**src/rtl/lgv8_br_pkg.sv**
```systemverilog
// Shared types for LEGv8 branch resolution and NZCV flag handling.
package lgv8_br_pkg;

  // LEGv8 condition codes, encoded as in the B.cond instruction field
  typedef enum logic [3:0] {
    COND_EQ = 4'h0,
    COND_NE = 4'h1,
    COND_HS = 4'h2,
    COND_LO = 4'h3,
    COND_MI = 4'h4,
    COND_PL = 4'h5,
    COND_VS = 4'h6,
    COND_VC = 4'h7,
    COND_HI = 4'h8,
    COND_LS = 4'h9,
    COND_GE = 4'hA,
    COND_LT = 4'hB,
    COND_GT = 4'hC,
    COND_LE = 4'hD,
    COND_AL = 4'hE,
    COND_NV = 4'hF
  } cond_t;

  // Branch flavours decoded in ID
  typedef enum logic [1:0] {
    BR_B    = 2'b00,
    BR_COND = 2'b01,
    BR_CBZ  = 2'b10,
    BR_CBNZ = 2'b11
  } br_kind_t;

  // Bit positions inside the packed {N,Z,C,V} flags word
  localparam int FLAG_N = 3;
  localparam int FLAG_Z = 2;
  localparam int FLAG_C = 1;
  localparam int FLAG_V = 0;

  // IDLE resolves branches; WAIT holds a B.cond until its flags are architectural
  typedef enum logic {
    ST_IDLE = 1'b0,
    ST_WAIT = 1'b1
  } fcu_state_t;

endpackage

```
**src/rtl/cond_eval.sv**
```systemverilog
// Pure combinational LEGv8 condition evaluator: condition code + NZCV -> taken.
module cond_eval
  import lgv8_br_pkg::*;
(
  input  cond_t       cond,
  input  logic [3:0]  flags,
  output logic        taken
);

  logic n_bit;
  logic z_bit;
  logic c_bit;
  logic v_bit;

  assign n_bit = flags[FLAG_N];
  assign z_bit = flags[FLAG_Z];
  assign c_bit = flags[FLAG_C];
  assign v_bit = flags[FLAG_V];

  // Condition table; AL and NV both mean "always"
  always_comb begin
    taken = 1'b0;
    case (cond)
      COND_EQ: taken = z_bit;
      COND_NE: taken = !z_bit;
      COND_HS: taken = c_bit;
      COND_LO: taken = !c_bit;
      COND_MI: taken = n_bit;
      COND_PL: taken = !n_bit;
      COND_VS: taken = v_bit;
      COND_VC: taken = !v_bit;
      COND_HI: taken = c_bit & !z_bit;
      COND_LS: taken = !(c_bit & !z_bit);
      COND_GE: taken = (n_bit == v_bit);
      COND_LT: taken = (n_bit != v_bit);
      COND_GT: taken = !z_bit & (n_bit == v_bit);
      COND_LE: taken = !(!z_bit & (n_bit == v_bit));
      COND_AL: taken = 1'b1;
      COND_NV: taken = 1'b1;
      default: taken = 1'b0;
    endcase
  end

endmodule

```
**src/rtl/flag_cond_unit.sv**
```systemverilog
// NZCV flags register plus ID-stage branch resolution, with either an EX->ID
// flag bypass (FWD_EX=1) or a one-cycle stall on a flag-setting EX instruction.
module flag_cond_unit
  import lgv8_br_pkg::*;
#(
  parameter int FWD_EX = 1
) (
  input  logic        clk,
  input  logic        reset,
  input  logic        ex_valid,
  input  logic        ex_set_flags,
  input  logic        alu_negative,
  input  logic        alu_zero,
  input  logic        alu_overflow,
  input  logic        alu_carry_out,
  input  logic        id_br_valid,
  input  logic [1:0]  id_br_kind,
  input  logic [3:0]  id_cond,
  input  logic        id_rt_zero,
  input  logic        flush,
  output logic        br_resolved,
  output logic        br_taken,
  output logic        stall,
  output logic [3:0]  flags_q
);

  fcu_state_t state_reg;
  fcu_state_t state_next;
  logic [3:0] flags_reg;
  logic [3:0] alu_flags;
  logic [3:0] flags_eff;
  logic       post_reset_reg;
  logic       flag_wr;
  logic       need_stall;
  logic       cond_taken;
  logic       kind_taken;
  br_kind_t   kind;

  assign kind    = br_kind_t'(id_br_kind);
  assign flag_wr = ex_valid & ex_set_flags;

  // Pack live ALU status into the {N,Z,C,V} layout of the flags register
  always_comb begin
    alu_flags         = 4'b0000;
    alu_flags[FLAG_N] = alu_negative;
    alu_flags[FLAG_Z] = alu_zero;
    alu_flags[FLAG_C] = alu_carry_out;
    alu_flags[FLAG_V] = alu_overflow;
  end

  // With the bypass, a flag-setting EX instruction is visible to ID this cycle
  assign flags_eff = ((FWD_EX != 0) && flag_wr) ? alu_flags : flags_reg;

  // Only a B.cond behind a flag-setter must wait, and only without the bypass
  assign need_stall = (FWD_EX == 0) && flag_wr && (kind == BR_COND);

  cond_eval u_cond_eval (
    .cond  (cond_t'(id_cond)),
    .flags (flags_eff),
    .taken (cond_taken)
  );

  // Decision per branch kind; CBZ/CBNZ depend on the register, not the flags
  always_comb begin
    kind_taken = 1'b0;
    case (kind)
      BR_B:    kind_taken = 1'b1;
      BR_COND: kind_taken = cond_taken;
      BR_CBZ:  kind_taken = id_rt_zero;
      BR_CBNZ: kind_taken = !id_rt_zero;
      default: kind_taken = 1'b0;
    endcase
  end

  // Architectural flags: commit on every valid flag-setter, independent of stall/flush
  always_ff @(posedge clk) begin
    if (reset) begin
      flags_reg <= 4'b0000;
    end else if (flag_wr) begin
      flags_reg <= alu_flags;
    end
  end

  assign flags_q = flags_reg;

  // State register plus a one-cycle marker that keeps outputs quiet right after reset
  always_ff @(posedge clk) begin
    if (reset) begin
      state_reg      <= ST_IDLE;
      post_reset_reg <= 1'b1;
    end else begin
      state_reg      <= state_next;
      post_reset_reg <= 1'b0;
    end
  end

  // Next-state: enter WAIT on a stalled B.cond; flush always returns to IDLE
  always_comb begin
    state_next = state_reg;
    case (state_reg)
      ST_IDLE: begin
        if (!flush && !post_reset_reg && id_br_valid && need_stall) begin
          state_next = ST_WAIT;
        end
      end
      ST_WAIT: begin
        if (flush) begin
          state_next = ST_IDLE;
        end else if (!flag_wr) begin
          state_next = ST_IDLE;
        end
      end
      default: state_next = ST_IDLE;
    endcase
  end

  // Outputs: resolve combinationally in IDLE, or in WAIT once flags have settled
  always_comb begin
    br_resolved = 1'b0;
    br_taken    = 1'b0;
    stall       = 1'b0;
    if (!reset && !post_reset_reg && !flush) begin
      case (state_reg)
        ST_IDLE: begin
          if (id_br_valid) begin
            if (need_stall) begin
              stall = 1'b1;
            end else begin
              br_resolved = 1'b1;
              br_taken    = kind_taken;
            end
          end
        end
        ST_WAIT: begin
          if (flag_wr) begin
            stall = 1'b1;
          end else begin
            br_resolved = 1'b1;
            br_taken    = kind_taken;
          end
        end
        default: ;
      endcase
    end
  end

endmodule

```
**config.mk**
```make
export PLATFORM = sky130hd
export DESIGN_NAME = flag_cond_unit
export DESIGN_NICKNAME = d
export VERILOG_FILES = /design/src/rtl/lgv8_br_pkg.sv /design/src/rtl/cond_eval.sv /design/src/rtl/flag_cond_unit.sv
export SDC_FILE = /design/constraint.sdc
export NUM_CORES = 1
export LEC_CHECK = 0
export BUFFER_PORTS_ARGS = -buffer_cell sky130_fd_sc_hd__buf_2
export CORE_MARGIN = 2
export CORE_UTILIZATION = 35
export DETAILED_ROUTE_END_ITERATION = 10
export PLACE_DENSITY_LB_ADDON = 0.15
export SLEW_MARGIN = 20
export SYNTH_ARGS = -nofsm -noshare
export SYNTH_HDL_FRONTEND = slang
export SYNTH_SLANG_ARGS = --single-unit
```
**constraint.sdc**
```tcl
create_clock -name clk -period 2.7 [get_ports clk]
set_input_delay 0 -clock clk [delete_from_list [all_inputs] [get_ports clk]]
set_output_delay 0 -clock clk [all_outputs]
set_load 0.01 [all_outputs]
```
## After elaboration in Yosys (flattened, before gate mapping)

Index checks and enable logic that the tools add are counted.

| operators by class | value |
|---|---|
| $mul | 0 |
| magnitude comparators | 0 |
| reductions and logical operators | 15 |
| $add $sub $neg | 0 |
| multiplexer cells | 17 |
| div/mod/pow operators | 0 |
| bitwise logic cells | 4 |
| equality and inequality tests | 20 |
| shifts and indexed selects | 0 |

Operators by type and width:

| cell | number |
|---|---|
| $eq A4 B4 Y1 const B | 8 |
| $eq A4 B3 Y1 const B | 4 |
| $pmux W1 S15 | 1 |
| $logic_not A1 Y1 | 10 |
| $mux W1 | 10 |
| $eq A4 B2 Y1 const B | 2 |
| $pmux W1 S2 | 4 |
| $eq A2 B2 Y1 const B | 2 |
| $eq A4 B1 Y1 const B | 1 |
| $logic_not A4 Y1 | 1 |
| $mux W4 | 1 |
| $pmux W1 S4 | 1 |
| $and A1 B1 Y1 | 3 |
| $eq A2 B1 Y1 const B | 1 |
| $logic_and A1 B1 Y1 | 2 |
| $logic_not A2 Y1 | 1 |
| $reduce_or A2 Y1 | 1 |
| $eq A1 B1 Y1 | 1 |
| $ne A1 B1 Y1 | 1 |
| $not A1 Y1 | 1 |

| storage, ports and cells | value |
|---|---|
| memory bits (writable) | 0 |
| register bits | 6 |
| memories | 0 |
| ROM bits | 0 |
| output and inout port bits | 7 |
| bits in latches | 0 |

## Logic depth before layout (Yosys ltp)

| logic depth | value |
|---|---|
| word-level depth | 10 |
| mapped depth | 5 |
| depth with buffers taken out | 5 |

## By module

Synthesis repeated with hierarchy kept, for this count alone.

| unflattened totals | value |
|---|---|
| cell total of the unflattened synthesis | 54 |
| area, all modules | 457.9 µm² |

By module, submodules not included:

| module | seq. area each (µm²) | cells an instance | area an instance (µm²) | times used |
|---|---|---|---|---|
| flag_cond_unit | 120.1 | 24 | 272.8 | 1 |
| cond_eval | 0.0 | 30 | 185.2 | 1 |

## Least setup slack after synthesis

OpenSTA, ideal clock, no wires.

| timing path | value |
|---|---|
| kind | reg-to-output |
| start | reg flags_reg[1] (netlist: flags_q[1]) |
| end | out br_taken |
| cell stages (with the launch flop) | 5 |
| setup slack | 1.300 ns |
| data arrival time | 1.400 ns |
| path through | dfxtp_1 mux4_2 mux2i_1 a2111oi_1 a21oi_1 |

| on the way | value |
|---|---|
| longest elaborated chain between the ends | 8 |
| elaborated cells between the ends (all ways) | 10 |
| classes of those cells | mux: 7; bitwise: 1; reduce/logical: 2 |

RTL lines:

| element | RTL line | source |
|---|---|---|
| from (decl) | flag_cond_unit.sv:29 | `logic [3:0] flags_reg;` |
| from (signal assigned) | flag_cond_unit.sv:80 | `flags_reg <= alu_flags;` |
| $mux W4 (*) | - |  |
| $and A1 B1 Y1 | cond_eval.sv:32, cond_eval.sv:33 |  |
| $logic_not A1 Y1 | cond_eval.sv:33 | `COND_LS: taken = !(c_bit & !z_bit);` |
| $pmux W1 S15 (*) | cond_eval.sv:23 | `case (cond)` |
| $pmux W1 S4 (*) | flag_cond_unit.sv:66 | `case (kind)` |
| $mux W1 (on tied branches) | flag_cond_unit.sv:135, flag_cond_unit.sv:125 |  |
| $pmux W1 S2 (*) | flag_cond_unit.sv:123 | `case (state_reg)` |
| $mux W1 (*) | flag_cond_unit.sv:122 | `if (!reset && !post_reset_reg && !flush) begin` |
| to (decl) | flag_cond_unit.sv:22 | `output logic br_taken,` |

Every way passes the cells marked *; elsewhere a longest branch is shown, timed or not.

## Worst setup path after layout

Same ends and word-level chain as after synthesis.

==> metrics.yaml <==
global_route:
  grt.total_usage_pct: 14.5
  antenna_found_initial: 0
  grt_pass1_vias: 440
  grtUsageMet2_pct: 18.8
  grt_pass1_wl_um: 1830
  grt.met3_usage_pct: 6.96
  met1_usage_grt_pct: 17.8
  maximum_number_of_pins_on_one_net_before_global_route_repair: 11
  busiest_layer: "met2"
  grt_overflow: 0
synthesis:
  synth_xor_xnor_area_share_pct: 8.91
  synth.mux.area_fraction_pct: 16.8
  synth_simple_gate_area_share_pct: 36.4
  ys_seq_area_share_pct: 24.4
  synth.top_cell.area_share_pct: 24.4
  synth_fa_ha_area_share_pct: 0
  number_of_flip_flops_and_latches_in_the_synthesized_netlist: 6
  synth.cell_area_sq_um: 492
  post_synth_main_area_contributors: "dfxtp_1, mux2i_1, xnor2_1, nand2_1, mux4_2"
  yosysTopAreaCell: "dfxtp_1"
  synth_compound_area_share_pct: 12.0
  synthesis.nets: 76
  avgSynthCellArea_sq_um: 8.33
  yosys_warning_total: 0
  synthesis.instances: 59
  synth_top_family_by_area: "simple AND/OR/NAND/NOR gates"
  ys_types: 28
power_and_ir_drop:
  power_density_nw_per_um2: 375
  power.leakage_nw: 0.305
  p_total_mw: 0.249
  worst_ir_drop_vdd_mv: 0.218
sta:
  timing.max_slew.rel_slack_pct: 75.6
  finalClockSkew_ns: 0
  setup_total_negative_slack_ns: 0
  period_share_pct: 66.2
  finalHoldViolCount: 0
  finalSetupViolations: 0
  setup_slack_ns: 0.911
  period_needed_ns: 1.79
  unrepaired_setup_endpoints_after_global_routing: "false"
  worst_pin_slew_ns: 0.362
  maxSlewViolCount: 0
  fmaxAchievable_ghz: 0.559
cts:
  maximum_level_of_the_cts_h_tree: 1
  cts.clk_slew.worst_paths_ns: 0.04
  cts_setup_buffers: 0
  hold_fix_buffer_count_after_cts: 2
  worstSkewPairLatency_ns: 0.25
  post_cts.resized_instances: 0
  cts_num_sinks: 6
  cts_max_path_buffers: 2
  clock_tree.root_cell: "clkbuf_4"
  cts-buffers-inserted: 3
  cts_tree: "yes"
final_layout:
  antenna_cells_inserted: 0
  syn2layout_area_growth_pct: 35.1
  finalInstanceArea_sq_um: 664
  layout.cells.most_common: "buf_2"
  nNetsFinal: 105
  final_core_utilization_pct: 51.1
  final_layout_size_suffix_gt1_share_pct: 34.9
  largest_reg_flops: 4
  layout.cells.most_common_list: "buf_2, nand2_1, mux2i_1, dfxtp_1, xnor2_1"
worst_hold_path:
  min-delay-path-class: "in -> reg"
  min_delay_path_depth: 3
  holdPathEnd: "flags_q[1]"
  timing.hold.worst.start: "alu_carry_out"
worst_setup_path:
  worstPathCellList: "mux4_2, mux2i_1, a2111oi_1, a21oi_1, buf_2"
  r2r.worst_path.cells: 2
  required_worst_endpoint_ns: 2.70
  crit-reg2reg-launch: "flags_q[3]"
  timing.critical_path.from_type: "flip-flop"
  critPathSlowestCell: "mux4_2"
  worst_setup_path_end_kind: "output port"
  crit_type: "reg -> out"
  critPathArrivalTime_ns: 1.79
  worstPathMaxFanout: 4
  regToRegEndpoint: "flags_q[3]"
  regToRegSetupSlack_ns: 1.97
  critPathMaxStageDelay_ns: 0.48
detailed_routing:
  wl_per_cell_um: 11.0
  post-route-drc-count: 0
  total_vias_in_the_final_route: 528
  detail_route.vias_per_cell: 5.23
  drtAntennaViolNets: 0
  drt_pre_antenna_iters: 3
  finalWirelength_um: 1120
  drt_first_iter_violations: 5
run_status:
  outcome: "complete, no violations"
floorplanning:
  die_height_um: 41.5
  placementRows: 13
  coreArea_sq_um: 1300
  floorplan.die_area_sq_um: 1720
  top_level_ports: 24
  start_util_pct: 37.8
  die_w_um: 41.5
placement:
  dpl.hpwl_um: 896
  buffer_ports.inserted: 23
  gp_congestion: 0.746
  dpl-instance-area_sq_um: 622
  dpl_worst_slack_ns: 1.15
run:
  drv_cap: 0
cell families after synthesis:
| logic type | count (synthesis) |
|---|---|
| AOI/OAI and AO/OA | 9 |
| xor gates and xnor gates | 5 |
| buffers and inverters | 2 |
| DFF | 6 |
| muxes | 7 |
| and+or+nand+nor | 30 |
stage by stage:
step / hold WS, ns / instances
CTS: 0.0352 / 101
detailed placement: 0.203 / 96
global route: 0.0580 / 101
finish: 0.0425 / 101
global placement: 0.196 / 96
floorplan: 0.0277 / 59
final cells by class:
type,instances,area [sq um]
Tap cell,15,18.8
Timing Repair Buffer,25,135
Fill cell,133,637
Sequential cell,6,120
Inverter,1,3.75
Multi-Input combinational cell,51,364
Clock buffer,3,22.5
where the power goes:
| group | internal (mW) | switching [mW] | leakage [nW] |
|---|---|---|---|
| Sequential | 0.0926 | 0.00284 | 0.0492 |
| Clock | 0.0503 | 0.0338 | 0.0138 |
| Combinational | 0.0360 | 0.0336 | 0.242 |
| Total | 0.179 | 0.0703 | 0.305 |
worst max-delay path: cells and delay by family (launching register included):
family | cells | cell delay [ns]
flip-flops | 1 | 0.32
AO/OA/AOI/OAI | 2 | 0.45
buffers and inverters | 1 | 0.15
multiplexers | 2 | 0.62
worst max path at each step:
stage	start	endpoint	slack [ns]	depth (start not counted)
after floorplan	flags_q[1]	br_taken	1.30	4
after global placement	flags_q[1]	br_taken	1.17	5
after detailed placement	flags_q[1]	br_taken	1.15	5
after CTS	flags_q[1]	br_taken	0.88	5
after global routing	flags_q[1]	br_taken	0.80	5
final	flags_q[1]	br_taken	0.91	5
synth_stat cells, drive strengths merged:
| cell | instances |
|---|---|
| a2111oi | 1 |
| a21oi | 3 |
| a221oi | 1 |
| a31oi | 1 |
| a32oi | 1 |
| and2 | 1 |
| and3b | 2 |
| and4b | 1 |
| clkbuf | 1 |
| dfxtp | 6 |
| inv | 1 |
| mux2i | 6 |
| mux4 | 1 |
| nand2 | 8 |
| nand2b | 1 |
| nand3 | 3 |
| nand3b | 1 |
| nor2 | 4 |
| nor2b | 2 |
| nor3 | 1 |
| nor3b | 2 |
| nor4 | 2 |
| nor4bb | 1 |
| o21ai | 2 |
| or3 | 1 |
| xnor2 | 5 |
routing by layer:
| metal | vias up | routed length, um |
|---|---|---|
| li1 | 276 | - |
| met2 | 19 | 464 |
| met4 | 0 | 34 |
| met5 | - | 0 |
| met1 | 228 | 524 |
| met3 | 5 | 93 |
Note: power is estimated with default switching activity, not from simulation.
